--- src/rtl/uart_pkg.sv ---
// uart_pkg: shared UART receive constants, receiver state encoding and ASCII hex helpers.
//   ASCII_*         : byte constants used by the line parser
//   rx_state_t      : receiver FSM states
//   clks_per_bit()  : truncated clock-to-baud ratio
//   ascii_to_nibble : ASCII hex character to nibble, with is_hex flag
package uart_pkg;

    localparam logic [7:0] ASCII_CR    = 8'h0D;
    localparam logic [7:0] ASCII_LF    = 8'h0A;
    localparam logic [7:0] ASCII_SPACE = 8'h20;
    localparam logic [7:0] ASCII_0     = 8'h30;
    localparam logic [7:0] ASCII_9     = 8'h39;
    localparam logic [7:0] ASCII_LA    = 8'h61;
    localparam logic [7:0] ASCII_LF_HEX = 8'h66;
    localparam logic [7:0] ASCII_UA    = 8'h41;
    localparam logic [7:0] ASCII_UF    = 8'h46;

    typedef enum logic [1:0] {
        RX_IDLE,
        RX_START,
        RX_DATA,
        RX_STOP
    } rx_state_t;

    typedef struct packed {
        logic       is_hex;
        logic [3:0] nibble;
    } hex_nibble_t;

    function automatic int clks_per_bit(input int clk_freq, input int baud);
        return clk_freq / baud;
    endfunction

    // Inverse of the transmit-side hex table; accepts both letter cases.
    function automatic hex_nibble_t ascii_to_nibble(input logic [7:0] c);
        hex_nibble_t r;
        r = '0;
        if (c >= ASCII_0 && c <= ASCII_9) begin
            r.is_hex = 1'b1;
            r.nibble = 4'(c - ASCII_0);
        end else if (c >= ASCII_LA && c <= ASCII_LF_HEX) begin
            r.is_hex = 1'b1;
            r.nibble = 4'(c - ASCII_LA + 8'd10);
        end else if (c >= ASCII_UA && c <= ASCII_UF) begin
            r.is_hex = 1'b1;
            r.nibble = 4'(c - ASCII_UA + 8'd10);
        end
        return r;
    endfunction

endpackage

--- src/rtl/uart_rx_V2.sv ---
// uart_rx_V2: 8N1 UART receiver with 2-FF input synchroniser and mid-bit sampling.
//   print_clk : clock
//   rst_n     : asynchronous active-low reset
//   rx        : raw UART line, idle high
//   rx_byte   : last received byte, valid with rx_strobe
//   rx_strobe : one-cycle pulse for a byte with a good stop bit
//   frame_err : one-cycle pulse when the stop bit is sampled low
//   busy      : receiver is not in RX_IDLE
module uart_rx_V2
    import uart_pkg::*;
#(
    parameter int CLKS_PER_BIT = 234
) (
    input  logic       print_clk,
    input  logic       rst_n,
    input  logic       rx,
    output logic [7:0] rx_byte,
    output logic       rx_strobe,
    output logic       frame_err,
    output logic       busy
);

    localparam int CW = (CLKS_PER_BIT > 2) ? $clog2(CLKS_PER_BIT) : 1;
    localparam logic [CW-1:0] FULL = CW'(CLKS_PER_BIT - 1);
    localparam logic [CW-1:0] HALF = CW'(CLKS_PER_BIT / 2 - 1);

    rx_state_t     state, next_state;
    logic          sync1, sync2;
    logic [CW-1:0] clk_cnt;
    logic [2:0]    bit_cnt;
    logic          tick;

    // The start state waits half a bit so later samples land mid-bit.
    assign tick = (state == RX_START) ? (clk_cnt == HALF) : (clk_cnt == FULL);
    assign busy = (state != RX_IDLE);

    always_ff @(posedge print_clk or negedge rst_n) begin
        if (!rst_n) state <= RX_IDLE;
        else        state <= next_state;
    end

    always_comb begin
        next_state = state;
        unique case (state)
            RX_IDLE:  next_state = sync2 ? RX_IDLE : RX_START;
            RX_START: next_state = !tick ? RX_START : (sync2 ? RX_IDLE : RX_DATA);
            RX_DATA:  next_state = (tick && bit_cnt == 3'd7) ? RX_STOP : RX_DATA;
            RX_STOP:  next_state = tick ? RX_IDLE : RX_STOP;
            default:  next_state = RX_IDLE;
        endcase
    end

    // bit_cnt leaves RX_DATA having wrapped back to 0, ready for the next byte.
    always_ff @(posedge print_clk or negedge rst_n) begin
        if (!rst_n) begin
            sync1     <= 1'b1;
            sync2     <= 1'b1;
            clk_cnt   <= '0;
            bit_cnt   <= '0;
            rx_byte   <= '0;
            rx_strobe <= 1'b0;
            frame_err <= 1'b0;
        end else begin
            sync1     <= rx;
            sync2     <= sync1;
            clk_cnt   <= (state == RX_IDLE || tick) ? '0 : clk_cnt + 1'b1;
            rx_strobe <= (state == RX_STOP) && tick && sync2;
            frame_err <= (state == RX_STOP) && tick && !sync2;
            if (state == RX_DATA && tick) begin
                rx_byte <= {sync2, rx_byte[7:1]};
                bit_cnt <= bit_cnt + 1'b1;
            end
        end
    end

endmodule

--- src/rtl/scan_module.sv ---
// scan_module: UART receiver plus ASCII hex line parser producing binary words.
//   print_clk  : clock
//   rst_n      : asynchronous active-low reset
//   uart_rxp   : UART receive line, idle high
//   word_out   : parsed word, right-justified, zero-extended, held until next word_valid
//   word_len   : digit count of word_out
//   word_valid : one-cycle pulse when a good line terminates
//   line_err   : one-cycle pulse when a rejected line terminates
//   frame_err  : one-cycle pulse on a low stop bit
//   rx_busy    : receiver is mid-byte
module scan_module
    import uart_pkg::*;
#(
    parameter int CLK_FREQ     = 27000000,
    parameter int BAUD         = 115200,
    parameter int CLKS_PER_BIT = clks_per_bit(CLK_FREQ, BAUD),
    parameter int MAX_DIGITS   = 8
) (
    input  logic                    print_clk,
    input  logic                    rst_n,
    input  logic                    uart_rxp,
    output logic [4*MAX_DIGITS-1:0] word_out,
    output logic [3:0]              word_len,
    output logic                    word_valid,
    output logic                    line_err,
    output logic                    frame_err,
    output logic                    rx_busy
);

    localparam int W = 4 * MAX_DIGITS;

    logic [7:0]   rx_byte;
    logic         rx_strobe;
    logic [W-1:0] acc;
    logic [3:0]   count;
    logic         err;
    hex_nibble_t  hn;
    logic         is_term;

    uart_rx_V2 #(.CLKS_PER_BIT(CLKS_PER_BIT)) u_rx (
        .print_clk (print_clk),
        .rst_n     (rst_n),
        .rx        (uart_rxp),
        .rx_byte   (rx_byte),
        .rx_strobe (rx_strobe),
        .frame_err (frame_err),
        .busy      (rx_busy)
    );

    assign hn      = ascii_to_nibble(rx_byte);
    assign is_term = (rx_byte == ASCII_CR) || (rx_byte == ASCII_LF);

    // An empty line at a terminator emits nothing, so CRLF yields a single word.
    always_ff @(posedge print_clk or negedge rst_n) begin
        if (!rst_n) begin
            acc        <= '0;
            count      <= '0;
            err        <= 1'b0;
            word_out   <= '0;
            word_len   <= '0;
            word_valid <= 1'b0;
            line_err   <= 1'b0;
        end else begin
            word_valid <= 1'b0;
            line_err   <= 1'b0;
            if (rx_strobe) begin
                if (hn.is_hex) begin
                    if (count >= 4'(MAX_DIGITS)) begin
                        err <= 1'b1;
                    end else begin
                        acc   <= {acc[W-5:0], hn.nibble};
                        count <= count + 1'b1;
                    end
                end else if (is_term) begin
                    line_err <= err;
                    if (!err && count != '0) begin
                        word_out   <= acc;
                        word_len   <= count;
                        word_valid <= 1'b1;
                    end
                    acc   <= '0;
                    count <= '0;
                    err   <= 1'b0;
                end else if (rx_byte != ASCII_SPACE) begin
                    err <= 1'b1;
                end
            end
        end
    end

endmodule

--- config.mk ---
export PLATFORM = sky130hd
export DESIGN_NAME = scan_module
export DESIGN_NICKNAME = d
export VERILOG_FILES = /design/src/rtl/uart_pkg.sv /design/src/rtl/uart_rx_V2.sv /design/src/rtl/scan_module.sv
export SDC_FILE = /design/constraint.sdc
export NUM_CORES = 1
export LEC_CHECK = 0
export CORE_MARGIN = 2
export CORE_UTILIZATION = 46
export DETAILED_ROUTE_END_ITERATION = 10
export PLACE_DENSITY = 0.67
export SYNTH_ARGS = -nofsm -noshare
export SYNTH_HDL_FRONTEND = slang
export SYNTH_SLANG_ARGS = --single-unit
--- constraint.sdc ---
create_clock -name print_clk -period 3 [get_ports print_clk]
set_input_delay 0.45 -clock print_clk [delete_from_list [all_inputs] [get_ports print_clk]]
set_output_delay 0.45 -clock print_clk [all_outputs]
set_load 0.01 [all_outputs]
**Yosys cells after proc, flatten, opt, wreduce, memory -nomap -nowiden**

Cells that the tools add are included.

- Equal/unequal tests: 11
- Order comparisons: 7
- Bitwise gates (word level): 1
- Add/subtract/negate cells: 8
- Multiplexer cells: 28
- Reductions and logical operators: 21

Operators with widths:

| kind | count |
|---|---|
| 32-bit 2-to-1 mux | 3 |
| 8-bit by 4-bit equality test with 1-bit output (second input constant) | 2 |
| 8-bit by 7-bit >= comparator with 1-bit output (second input constant) | 2 |
| 8-bit by 7-bit less-or-equal comparator with 1-bit output (second input constant) | 2 |
| 5-bit 2-to-1 mux | 3 |
| 1-bit 2-to-1 mux | 14 |
| 4-bit 2-to-1 mux | 3 |
| 4-bit by 1-bit subtractor with 4-bit output (second input constant) | 3 |
| 1-bit logical AND | 9 |
| 4-bit adder (second input constant) | 2 |
| 8-bit by 1-bit adder with 8-bit output (second input constant) | 1 |
| 8-bit by 7-bit equality test with 1-bit output (second input constant) | 1 |
| 8-bit equality test (second input constant) | 1 |
| 8-bit by 6-bit >= comparator with 1-bit output (second input constant) | 1 |
| 8-bit by 6-bit less-or-equal comparator with 1-bit output (second input constant) | 1 |
| 8-bit 2-to-1 mux | 1 |
| 8-bit by 6-bit inequality test with 1-bit output (second input constant) | 1 |
| 2-bit one-hot mux with 4 select lines | 1 |
| 2-bit 2-to-1 mux | 3 |
| 3-bit AND reduction | 2 |
| 4-bit by 1-bit adder with 4-bit output (second input constant) | 1 |
| 2-bit equality test (second input constant) | 2 |
| 4-bit >= comparator (second input constant) | 1 |
| 4-bit AND reduction | 1 |
| 12 further kinds | 15 |

- Logic and storage cells: 91
- Register bits after elaboration: 100

**Logic depth before layout (Yosys ltp)**

- Depth in word-level cells: 7
- Depth in mapped cells: 10

**By module**

A second synthesis with hierarchy kept.

- Cells, all modules: 300
- Area, all modules: 4274.1 um2

By module, submodules not included:

| module | seq. area each (um2) | cells each | instances | area an instance (um2) |
|---|---|---|---|---|
| scan_module | 1876.8 | 210 | 1 | 3098.0 |
| uart_rx_V2 | 628.1 | 90 | 1 | 1176.1 |

**Worst setup path before layout**

Ideal clock, no wire load.

- Kind: register -> register
- Start point: register u_rx.rx_byte[3]
- End point: register acc[0]
- Library setup time: 0.127 ns
- Period minus slack after synthesis: 2.134 ns
- Slack: 0.866 ns
- Required time: 2.873 ns
- Cell stages (with the launch flop): 8
- Arrival: 2.007 ns
- Cell sequence: dfrtp_1 > or4b_4 > a311oi_2 > or2_1 > buf_4 > a21o_1 > buf_4 > mux2_1

- Longest elaborated chain between the ends: 7
- Elaborated cells between the ends (all ways): 20
- Classes of those cells: order compare: 6; eq/ne: 3; mux: 5; reduce/logical: 6

RTL lines:

| what | line | source |
|---|---|---|
| start, declared | uart_rx_V2.sv:17 | `output logic [7:0] rx_byte,` |
| start signal, assigned | uart_rx_V2.sv:70 | `rx_byte <= {sync2, rx_byte[7:1]};` |
| 8-bit by 7-bit >= comparator with 1-bit output or 8-bit by 7-bit less-or-equal comparator with 1-bit output (tied branches) | uart_pkg.sv:44 | `end else if (c >= ASCII_UA && c <= ASCII_UF) begin` |
| 1-bit logical AND | uart_pkg.sv:44 |  |
| 5-bit 2-to-1 mux | uart_pkg.sv:44 |  |
| 5-bit 2-to-1 mux | uart_pkg.sv:41 | `end else if (c >= ASCII_LA && c <= ASCII_LF_HEX) begin` |
| 5-bit 2-to-1 mux | uart_pkg.sv:38 | `if (c >= ASCII_0 && c <= ASCII_9) begin` |
| 2-bit inequality test (no source line), or another cell as far along | - |  |
| 3-bit AND reduction (no source line) or 32-bit 2-to-1 mux (tied branches) | - |  |
| end signal, assigned | scan_module.sv:71 | `acc <= {acc[W-5:0], hn.nibble};` |
| end, declared | scan_module.sv:34 | `logic [W-1:0] acc;` |

Several ways; a longest one is shown, not always the timed one. The select of a mux whose other input is x is not followed.
A chain may end at the register's enable or synchronous reset.

**Final worst setup path**

- Start point: register u_rx.rx_byte[1]
- End point: register word_out[18]

- Longest elaborated chain between the ends: 7
- Elaborated cells between the ends (all ways): 17
- Classes of those cells: order compare: 6; eq/ne: 2; mux: 3; bitwise: 1; reduce/logical: 5

RTL lines:

| what | line | source |
|---|---|---|
| 8-bit by 7-bit >= comparator with 1-bit output or 8-bit by 7-bit less-or-equal comparator with 1-bit output (tied branches) | uart_pkg.sv:44 |  |
| 1-bit logical AND | uart_pkg.sv:44 |  |
| 5-bit 2-to-1 mux | uart_pkg.sv:44 |  |
| 5-bit 2-to-1 mux | uart_pkg.sv:41 |  |
| 5-bit 2-to-1 mux | uart_pkg.sv:38 |  |
| 1-bit inverter (no source line) | - |  |
| 4-bit AND reduction (no source line) (*) | - |  |
| end signal, assigned | scan_module.sv:59 | `word_out <= '0;` |
| end signal, assigned | scan_module.sv:77 | `word_out <= acc;` |
| end, declared | scan_module.sv:22 | `output logic [4*MAX_DIGITS-1:0] word_out,` |

Mark *: on every way between the ends. The rest lies on a longest branch, timed or not.

==> flow_summary.ini <==
[detailed_routing]
vias_per_cell = 5.35
antenna_left = 0
firstDrtPassIters = 4
met2WireLength_um = 3690
highest_layer = met4
wl_per_cell_um = 14.3
drt-met1-wl_um = 3730
drt_iter0_drc = 84
drt_wl_total_um = 7690
drc_errors = 0
wl_met3_um = 234
vias = 2869

[setup_path]
required_ns = 3.22
reg2reg_depth = 8
crit_family = simple AND/OR/NAND/NOR gates
slowest_stage = dfrtp_1
cp_cell_sequence = inv_1 -> ha_1 -> mux2i_1 -> nor3_4 -> nand2_2 -> buf_4 -> nand2_1 -> o21ai_0
critical_path_class = flip-flop to flip-flop
cp_max_fo = 53
critPathBufInv = 2
worstPathArrival_ns = 2.65
start_kind = flip-flop
cp_slowest_stage_delay_ns = 0.46
path_depth = 8
end_kind = flip-flop

[final_layout]
nets = 435
synthToLayoutAreaGrowth_pct = 16.7
fill_cells = 789
multi_input_area_um2 = 1460
regArea_um2 = 2500
final_cells = 536
antenna_cells = 0
drive_gt1_frac = 0.105
final_area_um2 = 4920
fin_util = 0.559

[power_and_ir_drop]
p_comb_frac = 0.014
pwr-share-clk = 0.380
leakage_nw = 2.17
p_int_mw = 1.74
power_switching_mw = 0.485
switching_share = 0.218
powerDensity_nw_per_um2 = 453
power_mw = 2.23
power_frac_seq = 0.606
max-vdd-ir-drop_mv = 0.221

[clocking]
cts-htree-levels = 3
postCtsHoldBufs = 0
cts_sinks = 100
cts_tree = yes
cts_resized = 0
cts_root_buf = clkbuf_8
cts_buffer_depth = 2
cts_setup_buffers = 0
path_clk_slew_ns = 0.10
clkLatencyLatePin_ns = 0.35
cts_buffers = 9

[timing]
slew_viol_final = 0
rsz0062_at_grt = no
setup_ws_ns = 0.571
relSlewSlack = 0.590
clock.fmax_ghz = 0.412
tightestPinTransition_ns = 0.615
clock_skew_ns = 0.0143
period_needed_ns = 2.43
fin_crit_sh = 0.810
whs_ns = 0.103
finalHoldViolCount = 0
fin_setup_tns_ns = 0
setup_viol = 0

[placed_design]
place_inst = 520
place_ws_ns = 0.563
hpwl_um = 5070
port_buffers = 42
routabilityCongestion = 0.775
postPlaceCellArea_um2 = 4730

[floorplan]
core_um2 = 8810
die_y_um = 99.7
die_w_um = 99.7
dieArea_um2 = 9940
ioPinCount = 43
row_count = 34
initial_core_util = 0.479

[grt]
grt_usage = 0.165
grt_max_degree = 54
grt_pass1_wl_um = 13300
grt_pass1_vias = 2863
overflow = 0
antenna_found_initial = 0

[yosys]
netlist_instances = 387
synth-seq-cells = 100
avgSynthCellArea_um2 = 10.9
synth_cell_type_count = 46
synth_top_area_cell = dfrtp_1
synth_edf_count = 0
synth_area_leaders = dfrtp_1, o21ai_0, o211ai_1
ys_async_sr_fraction = 1.00
ys_warn_count = 0
synth_ff_type = dfrtp_1
synth_top_area_frac = 0.582
ys_seq_area_frac = 0.594
syn_nets = 399
syn-cell-area_um2 = 4210

[status]
status = complete, no violations

[flow_run]
drv_cap = 0

[min_path]
min_path_type = input port to async pin
## worst paths after layout
path	startpoint	endpoint	slack, ns
max in group asynchronous	rst_n	word_out[17]$_DFFE_PN0P_	2.20
max reg2reg	u_rx.rx_byte[1]$_DFFE_PN0P_	word_out[18]$_DFFE_PN0P_	0.57
min	rst_n	acc[26]$_DFFE_PN0P_	0.10
min in group print_clk	u_rx.sync1$_DFF_PN1_	u_rx.sync2$_DFF_PN1_	0.36
max	u_rx.rx_byte[1]$_DFFE_PN0P_	word_out[18]$_DFFE_PN0P_	0.57
min reg2reg	u_rx.sync1$_DFF_PN1_	u_rx.sync2$_DFF_PN1_	0.36
## worst reg2reg max path, stage by stage (launching register included)
cell and delay (ns):
dfrtp_1 0.46, inv_1 0.15, ha_1 0.23, mux2i_1 0.13, nor3_4 0.46, nand2_2 0.32, buf_4 0.36, nand2_1 0.13
o21ai_0 0.08
## cell type report
cell class	count	share of cell area
multi-input cells	225	0.298
flip-flops and latches	100	0.509
inverters	38	0.0290
clock buffers	10	0.0259
clock inverters	6	0.0127
repair buffers	49	0.0982
well taps	108	0.0275
## power groups by stage
stage | Combinational [mW] | Sequential [mW] | Clock (mW)
2_1_floorplan | 0.000379 | 1.38 | 0
3_3_place_gp | 0.0322 | 1.38 | 0
3_5_place_dp | 0.0331 | 1.38 | 0
4_1_cts | 0.0333 | 1.35 | 0.876
5_1_grt | 0.0371 | 1.35 | 0.938
6_report | 0.0306 | 1.35 | 0.847
## cell families (layout without fill, tap and decap cells)
kind of cell / Yosys count / in the layout / share of synthesized area
muxes: 21 / 21 / 0.0549
AOI/OAI and AO/OA: 109 / 109 / 0.158
and+or+nand+nor: 79 / 79 / 0.0906
DFF: 100 / 100 / 0.594
xor gates and xnor gates: 7 / 7 / 0.0145
buffers and inverters: 62 / 103 / 0.0609
adders and majority gates: 9 / 9 / 0.0267
## sequential cells by signal (all words and copies together), names as in the netlist, 2 cells and up
name          count
acc              32
count             4
u_rx.bit_cnt      3
u_rx.clk_cnt      8
u_rx.rx_byte      8
u_rx.state        2
word_len          4
word_out         32
## cells in the final DEF, fill, tap and decap left out, types with 9 or more instances in the layout
master and count:
clkdlybuf4s50_1 41, inv_1 38, o21ai_0 59, mux2_2 14, nor2_1 15, clkbuf_8 9
dfrtp_1 98, o211ai_1 30, ha_1 9, nand2_1 37
## metal layers
layer | vias to the layer above | global-route usage
met1 | 1439 | 0.232
met4 | 0 | 0.0390
li1 | 1391 | -
met3 | 4 | 0.0443
met5 | - | 0
met2 | 35 | 0.258
## synth_stat cells, drive strengths merged, types with 2 or more instances
master	instances
a211oi	2
nand2	38
ha	9
a31oi	2
buf	10
nand3b	2
o21ai	64
and2	2
nand3	4
mux2	17
o211ai	30
nor3b	2
xor2	5
a311oi	2
dfrtp	98
nand4	3
nor2	15
nor3	3
a21oi	3
or2	2
xnor2	2
inv	38
clkbuf	14
mux2i	4
dfstp	2
No activity file was read; power rests on OpenSTA's default activity.
